===== src/rtl/uart_rx.sv =====
// UART receiver, 8N2 LSB-first, mid-bit sampling; each good byte is written into the wFIFO.
// Two-process FSM with a separate datapath register block driven by the FSM's strobes.
module uart_rx #(
    parameter int CLK_FREQ  = 100_000_000,
    parameter int BAUD_RATE = 9600,
    parameter int D_WIDTH   = 8
) (
    input  logic               sys_clk,
    input  logic               sys_rst_n,
    input  logic               rx,
    output logic [D_WIDTH-1:0] rx_data,
    output logic               rx_done,
    output logic               frame_err,
    output logic               overrun_err,
    input  logic               wfifo_full,
    output logic               wfifo_wr_en,
    output logic [D_WIDTH-1:0] wfifo_wr_data
);

    localparam int CNT_W        = 15;
    localparam int BAUD_CNT_MAX = CLK_FREQ / BAUD_RATE - 1;
    localparam int BAUD_CNT_MID = BAUD_CNT_MAX / 2;
    localparam int IDX_W        = (D_WIDTH > 1) ? $clog2(D_WIDTH) : 1;

    localparam logic [CNT_W-1:0] CNT_MAX  = CNT_W'(BAUD_CNT_MAX);
    localparam logic [CNT_W-1:0] CNT_MID  = CNT_W'(BAUD_CNT_MID);
    localparam logic [IDX_W-1:0] BIT_LAST = IDX_W'(D_WIDTH - 1);

    typedef enum logic [2:0] {
        S_IDLE,
        S_START,
        S_DATA,
        S_STOP1,
        S_STOP2
    } state_t;

    state_t             r_state;
    state_t             w_state_nxt;
    logic               r_rx_meta;
    logic               r_rx_s;
    logic               r_rx_s_d;
    logic [CNT_W-1:0]   r_baud_cnt;
    logic [IDX_W-1:0]   r_bit_idx;
    logic [D_WIDTH-1:0] r_shift;
    logic               r_stop1_ok;
    logic [D_WIDTH-1:0] r_rx_data;
    logic               r_rx_done;
    logic               r_frame_err;
    logic               r_overrun_err;
    logic               r_wr_en;

    logic w_fall;
    logic w_sample;
    logic w_start_ok;
    logic w_shift;
    logic w_stop1;
    logic w_eval;
    logic w_good;

    // Two-flop synchronizer plus one delay flop for edge detection; idle level is high.
    always_ff @(posedge sys_clk or negedge sys_rst_n) begin
        if (!sys_rst_n) begin
            r_rx_meta <= 1'b1;
            r_rx_s    <= 1'b1;
            r_rx_s_d  <= 1'b1;
        end else begin
            // NOTE: state registers use non-blocking assignments so every flop sees pre-edge values.
            r_rx_meta <= rx;
            r_rx_s    <= r_rx_meta;
            r_rx_s_d  <= r_rx_s;
        end
    end

    assign w_fall   = r_rx_s_d & ~r_rx_s;
    assign w_sample = (r_baud_cnt == CNT_MID);
    assign w_good   = r_stop1_ok & r_rx_s;

    always_ff @(posedge sys_clk or negedge sys_rst_n) begin
        if (!sys_rst_n) begin
            r_state <= S_IDLE;
        end else begin
            r_state <= w_state_nxt;
        end
    end

    always_comb begin
        // NOTE: every combinational output gets a default first so no path can infer a latch.
        w_state_nxt = r_state;
        w_start_ok  = 1'b0;
        w_shift     = 1'b0;
        w_stop1     = 1'b0;
        w_eval      = 1'b0;
        case (r_state)
            S_IDLE: begin
                if (w_fall) w_state_nxt = S_START;
            end
            S_START: begin
                if (w_sample) begin
                    w_start_ok  = ~r_rx_s;
                    w_state_nxt = r_rx_s ? S_IDLE : S_DATA;
                end
            end
            S_DATA: begin
                if (w_sample) begin
                    w_shift = 1'b1;
                    if (r_bit_idx == BIT_LAST) w_state_nxt = S_STOP1;
                end
            end
            S_STOP1: begin
                if (w_sample) begin
                    w_stop1     = 1'b1;
                    w_state_nxt = S_STOP2;
                end
            end
            S_STOP2: begin
                // Leaving at mid-stop leaves half a bit to catch a back-to-back start edge.
                if (w_sample) begin
                    w_eval      = 1'b1;
                    w_state_nxt = S_IDLE;
                end
            end
            default: w_state_nxt = S_IDLE;
        endcase
    end

    always_ff @(posedge sys_clk or negedge sys_rst_n) begin
        if (!sys_rst_n) begin
            r_baud_cnt <= '0;
            r_bit_idx  <= '0;
            r_shift    <= '0;
            r_stop1_ok <= 1'b0;
        end else begin
            if (r_state == S_IDLE || r_baud_cnt == CNT_MAX) begin
                r_baud_cnt <= '0;
            end else begin
                r_baud_cnt <= r_baud_cnt + 1'b1;
            end
            if (w_start_ok) begin
                r_bit_idx <= '0;
            end else if (w_shift) begin
                r_bit_idx <= r_bit_idx + 1'b1;
            end
            if (w_shift) r_shift <= {r_rx_s, r_shift[D_WIDTH-1:1]};
            if (w_stop1) r_stop1_ok <= r_rx_s;
        end
    end

    // Frame evaluation; wfifo_full only matters at the STOP2 sample.
    always_ff @(posedge sys_clk or negedge sys_rst_n) begin
        if (!sys_rst_n) begin
            r_rx_data     <= '0;
            r_rx_done     <= 1'b0;
            r_frame_err   <= 1'b0;
            r_overrun_err <= 1'b0;
            r_wr_en       <= 1'b0;
        end else begin
            r_rx_done     <= 1'b0;
            r_frame_err   <= 1'b0;
            r_overrun_err <= 1'b0;
            r_wr_en       <= 1'b0;
            if (w_eval) begin
                if (w_good) begin
                    r_rx_data     <= r_shift;
                    r_rx_done     <= 1'b1;
                    r_overrun_err <= wfifo_full;
                    r_wr_en       <= ~wfifo_full;
                end else begin
                    r_frame_err <= 1'b1;
                end
            end
        end
    end

    assign rx_data       = r_rx_data;
    assign wfifo_wr_data = r_rx_data;
    assign rx_done       = r_rx_done;
    assign frame_err     = r_frame_err;
    assign overrun_err   = r_overrun_err;
    assign wfifo_wr_en   = r_wr_en;

endmodule


===== config.mk =====
export PLATFORM = sky130hd
export DESIGN_NAME = uart_rx
export DESIGN_NICKNAME = d
export VERILOG_FILES = /design/src/rtl/uart_rx.sv
export SDC_FILE = /design/constraint.sdc
export NUM_CORES = 1
export LEC_CHECK = 0
export ABC_CLOCK_PERIOD_IN_PS = 2300
export CAP_MARGIN = 15
export CORE_UTILIZATION = 55
export CTS_CLUSTER_SIZE = 25
export DETAILED_ROUTE_END_ITERATION = 10
export PLACE_DENSITY = 0.78
export REMOVE_ABC_BUFFERS = 1
export SETUP_SLACK_MARGIN = 0.05
export SYNTH_ARGS = -nofsm -noshare
export SYNTH_HDL_FRONTEND = slang
export SYNTH_SLANG_ARGS = --single-unit

===== constraint.sdc =====
create_clock -name sys_clk -period 2.3 [get_ports sys_clk]
set_input_delay 0.575 -clock sys_clk [delete_from_list [all_inputs] [get_ports sys_clk]]
set_output_delay 0.575 -clock sys_clk [all_outputs]
set_load 0.01 [all_outputs]

## Yosys cells after proc, flatten, opt, wreduce, memory -nomap -nowiden

Cells that the tools add are included.

| word-level totals | value |
|---|---|
| flip-flop bits (word level) | 45 |
| bits in latches | 0 |
| bits in writable memories | 0 |
| memory bits (read-only) | 0 |
| input bits | 4 |
| output and inout port bits | 20 |
| logic and storage cells | 62 |
| memories kept | 0 |

| operators by class | value |
|---|---|
| add/subtract/negate cells | 2 |
| multiply operators | 0 |
| div/mod/pow operators | 0 |
| magnitude comparators | 0 |
| eq/ne operators | 13 |
| shift-type cells | 0 |
| mux-type cells | 25 |
| bitwise gates (word level) | 4 |
| reduce and logical (&&, ||, !) cells | 5 |

Operators with widths:

| kind | number |
|---|---|
| $mux W3 | 8 |
| $add A15 B1 Y15 const B | 1 |
| $eq A15 B13 Y1 const B | 1 |
| $eq A15 B14 Y1 const B | 1 |
| $mux W15 | 1 |
| $pmux W3 S5 | 1 |
| $mux W1 | 14 |
| $ne A2 B2 Y1 const B | 6 |
| $eq A3 B2 Y1 const B | 2 |
| $eq A3 B3 Y1 const B | 2 |
| $reduce_and A6 Y1 | 1 |
| $add A3 B1 Y3 const B | 1 |
| $eq A3 B1 Y1 const B | 1 |
| $logic_not A3 Y1 | 1 |
| $and A1 B1 Y1 | 2 |
| $mux W2 | 1 |
| $not A1 Y1 | 2 |
| $reduce_and A2 Y1 | 1 |
| $reduce_bool A2 Y1 | 1 |
| $logic_or A1 B1 Y1 | 1 |

## Logic depth before layout (Yosys ltp)

| logic depth | value |
|---|---|
| depth in word-level cells | 5 |
| depth in mapped cells | 6 |
| gate-level depth less buffers | 5 |

## Least setup slack after synthesis

No wires, ideal clock.

| timing path | value |
|---|---|
| kind | register to register |
| from | register r_baud_cnt[9] |
| to | register r_shift[6] |
| library setup time | 0.127 ns |
| arrival | 1.827 ns |
| required time | 2.173 ns |
| path slack | 0.346 ns |
| cell stages (with the launch flop) | 5 |
| path buffers | 0 |
| clock period less this slack | 1.954 ns |
| cell sequence | dfrtp_1 -> or3_4 -> nor4_4 -> and2_4 -> mux2_1 |

| between the ends | value |
|---|---|
| word-level cells in the longest chain between the ends | 3 |

Ends and longest elaborated chain:

| item | RTL line | RTL |
|---|---|---|
| start: declaration | 42 | `logic [CNT_W-1:0] r_baud_cnt;` |
| start signal: assignment | 136 | `r_baud_cnt <= r_baud_cnt + 1'b1;` |
| $eq A15 B13 Y1 | 75 | `assign w_sample = (r_baud_cnt == CNT_MID);` |
| $mux W1 | 104 | `if (w_sample) begin` |
| $mux W1 | 93 | `case (r_state)` |
| end signal: assignment | 143 | `if (w_shift) r_shift <= {r_rx_s, r_shift[D_WIDTH-1:1]};` |
| end: declaration | 44 | `logic [D_WIDTH-1:0] r_shift;` |

No other way between the ends.
A chain may end at the register's enable or synchronous reset.

## Worst setup path in the final report

| timing path | value |
|---|---|
| from | register r_baud_cnt[0] |
| to | register r_bit_idx[0] |

| between the ends | value |
|---|---|
| word-level cells in the longest chain between the ends | 4 |
| elaborated cells on any way between the ends | 7 |
| classes of those cells | eq/ne (1); mux (5); reduce/logical (1) |

Ends and longest elaborated chain:

| item | RTL line | RTL |
|---|---|---|
| $eq A15 B13 Y1 * | 75 |  |
| $mux W1, on equally long branches | 98, 104 |  |
| $mux W1 | 93 |  |
| $mux W3 or $reduce_bool A2 Y1 (tied branches) | - |  |
| end signal: assignment | 141 | `r_bit_idx <= r_bit_idx + 1'b1;` |
| end: declaration | 43 | `logic [IDX_W-1:0] r_bit_idx;` |

Every way passes the cells marked *; elsewhere a longest branch is shown, timed or not.

==> summary.txt <==
Initial core utilization - 60.1%
Core ar. - 3470 um^2
Post-route minimum period - 2.19 ns
Via/cell ratio - 5.65
Unrepaired setup endpoints after global routing - yes
P_leak - 1.12 nW
Number of synthesized register bits - 45
Tcrit/Tclk final - 95.2%
Post-synthesis sequential area ratio - 54.2%
Logic pwr share - 11.2%
Setup crit start kind - flip-flop
Setup TNS - 0 ns
Max Fclk - 457 MHz
Synth-to-layout area growth - 17.2%
Vias in the first global route - 1308
Share of cells above drive strength 1 - 21.8%
Share of total power in sequential cells - 54.7%
DRC violations left - 0
Worst R2R Path Depth - 6
Cts hold-fix bufs - 0
Root Buffer Master - clkbuf_8
Gp weighted congestion - 0.839
Final Slew Violations - 0
Post-DP HPWL - 2480 um
Grt total ovfl - 0
Count of input and output buffers - 23
Worst R2R End - r_bit_idx[0]$_DFFE_PN0P_
Hold Vio Cnt, Final - 0
Total GRT Usage - 20.0%
Clock transition at path regs - 0.08 ns
Pin slew with the least headroom to its limit - 0.546 ns
Reg2reg setup slack - 0.11 ns
Avg Cell Area, Syn - 12.1 um^2
Hold/Removal Path Class - in2async
Post-synth cell types - 39
Cells after Synth - 172
Diode count - 0
Max Cap Viol - 0
First-pass GRT wire length - 6040 um
Crit path DAT - 2.38 ns
Worst Clk Skew - 0.00880 ns
DIE WIDTH - 63.5 um
Die H - 63.5 um
Mapped Area - 2080 um^2
Internal - 0.00131 W
CP endpoint kind - flip-flop
TritonCTS buffer count - 5
Worst Setup Path Type - reg2reg
Final-layout fill cell count - 252
Longest Clk Path Bufs - 2
Largest net degree at the start of global routing - 24
First-pass DRT Iterations - 5
Initial antenna violation count - 0
Post-place setup slack - 0.180 ns
Setup violators final - 0
Power density cells - 723 nW/um^2
CTS H-tree lvls - 2
Number of placement rows - 21
Clock latency on the worst-skew pair - 0.30 ns
Initial DRC count - 53
R2R Path Start - r_baud_cnt[0]$_DFF_PN0_
TritonCTS clock tree - done
Io pins - 24
Sink Count - 45
Setup ws final - 0.111 ns
Status - finished clean
Routed len/inst - 14.8 um
NetSw - 0.000461 W
Net count, final - 199
CP max FO - 6
Relative slew margins - 63.6%
Via count - 1350
Switching share of power - 26.1%
Max IR drop VDD - 0.700 mV
DRT Wirelength - 3540 um
Worst path required time - 2.49 ns
Die Area - 4040 um^2
YS warnings - 0
Routed Antenna Nets - 0
Clock Power Share - 34.1%
[per-stage QoR]
stage	utilization, %	instance area (um^2)	hold slack [ns]	power [W]	instances
finish	70.4	2440	0.248	0.00177	239
global placement	66.6	2310	0.346	0.00116	229
CTS	69.9	2430	0.268	0.00178	237
detailed placement	66.6	2310	0.349	0.00118	229
floorplan	-	2000	0.279	0.00110	158
global route	70.4	2440	0.290	0.00185	239
[synth_stat cells (all sizes together)]
cell type | number | area (um^2)
dfrtp | 42 | 1050
nor2 | 20 | 75.1
mux2 | 19 | 221
xnor2 | 11 | 96.3
buf | 9 | 65.1
nand2 | 7 | 41.3
nor4 | 6 | 67.6
clkbuf | 5 | 18.8
nand3 | 5 | 25.0
nor3 | 5 | 25.0
nand4 | 4 | 25.0
and3 | 3 | 18.8
dfstp | 3 | 78.8
ha | 3 | 37.5
inv | 3 | 11.3
nand4b | 3 | 26.3
nand4bb | 3 | 33.8
a22o | 2 | 17.5
a31o | 2 | 17.5
and2 | 2 | 15.0
nand2b | 2 | 12.5
or3b | 2 | 17.5
xor2 | 2 | 17.5
a211oi | 1 | 7.51
a21o | 1 | 7.51
a21oi | 1 | 5.00
a31oi | 1 | 6.26
and4 | 1 | 8.76
nand3b | 1 | 7.51
nor2b | 1 | 6.26
nor3b | 1 | 7.51
or3 | 1 | 11.3
[worst max-delay path, stage by stage (launching register included)]
cell and delay [ns]:
dfrtp_1 0.39, ha_1 0.27, or3b_2 0.50, nor4_4 0.30, buf_4 0.19, nand3b_1 0.13, mux2_2 0.29
[metal layers]
metal,wire [um],up-vias,track usage [%]
met5,0,-,0
li1,-,637,-
met3,158,7,4.89
met4,77,0,10.8
met1,1530,667,23.4
met2,1770,39,33.6
[cell usage in the layout (no fill, tap or decap), types with 2 or more instances in the layout]
| cell | count |
|---|---|
| a22o_1 | 2 |
| a31o_2 | 2 |
| and3_1 | 3 |
| buf_4 | 3 |
| clkbuf_8 | 6 |
| clkdlybuf4s50_1 | 22 |
| dfrtp_1 | 42 |
| dfstp_2 | 3 |
| ha_1 | 3 |
| inv_1 | 3 |
| mux2_2 | 16 |
| mux2_4 | 2 |
| nand2_1 | 5 |
| nand2_4 | 2 |
| nand2b_1 | 2 |
| nand3_1 | 5 |
| nand4_1 | 4 |
| nand4b_1 | 3 |
| nand4bb_1 | 3 |
| nor2_1 | 20 |
| nor3_1 | 5 |
| nor4_1 | 4 |
| nor4_4 | 2 |
| xnor2_1 | 11 |
| xor2_1 | 2 |
[how the worst max path moves through the flow]
stage | from | endpoint | slack (ns) | cells after the start
2_1_floorplan | r_baud_cnt[9]$_DFF_PN0_ | r_shift[6]$_DFFE_PN0P_ | 0.35 | 4
3_3_place_gp | r_baud_cnt[0]$_DFF_PN0_ | r_stop1_ok$_DFFE_PN0P_ | 0.27 | 5
3_5_place_dp | r_baud_cnt[0]$_DFF_PN0_ | r_stop1_ok$_DFFE_PN0P_ | 0.18 | 5
4_1_cts | r_baud_cnt[0]$_DFF_PN0_ | r_stop1_ok$_DFFE_PN0P_ | 0.15 | 5
5_1_grt | r_baud_cnt[0]$_DFF_PN0_ | r_bit_idx[0]$_DFFE_PN0P_ | 0.02 | 6
6_report | r_baud_cnt[0]$_DFF_PN0_ | r_bit_idx[0]$_DFFE_PN0P_ | 0.11 | 6
[state kept, by name (all words and copies together) (netlist names)]
register	cells
frame_err	1
overrun_err	1
r_baud_cnt	15
r_bit_idx	3
r_rx_meta	1
r_rx_s	1
r_rx_s_d	1
r_shift	8
r_state	3
r_stop1_ok	1
rx_data	8
rx_done	1
wfifo_wr_en	1
[cell type report]
class	count	area, um^2	area share, %
clock buffer	7	86.3	3.54
clock inverter	1	30.0	1.23
inverter	3	11.3	0.461
multi-input combinational	110	858	35.2
sequential	45	1130	46.3
tap	46	57.6	2.36
timing repair buffer	27	268	11.0
[kinds of logic (layout without fill, tap and decap cells)]
| group | after synthesis | count (layout) | share of synthesized area [%] |
|---|---|---|---|
| xor+xnor | 13 | 13 | 5.47 |
| fa+ha+maj | 3 | 3 | 1.80 |
| mux | 19 | 19 | 10.6 |
| simple gates | 67 | 67 | 20.4 |
| compound gates | 8 | 8 | 2.94 |
| buf+inv | 17 | 38 | 4.56 |
| flops | 45 | 45 | 54.2 |
[power by group through the flow]
stage	logic, W	registers (W)	clock network (W)
2_1_floorplan	0.000152	0.000947	0
3_3_place_gp	0.000190	0.000971	0
3_5_place_dp	0.000201	0.000980	0
4_1_cts	0.000204	0.000965	0.000616
5_1_grt	0.000224	0.000981	0.000644
6_report	0.000198	0.000966	0.000602
[repair_timing]
item | in CTS | in global routing
setup endpoints to repair | 0 | 1
buffers inserted | 0 | 2
gates resized for setup | 0 | 0
(Power assumes the default switching activity.)
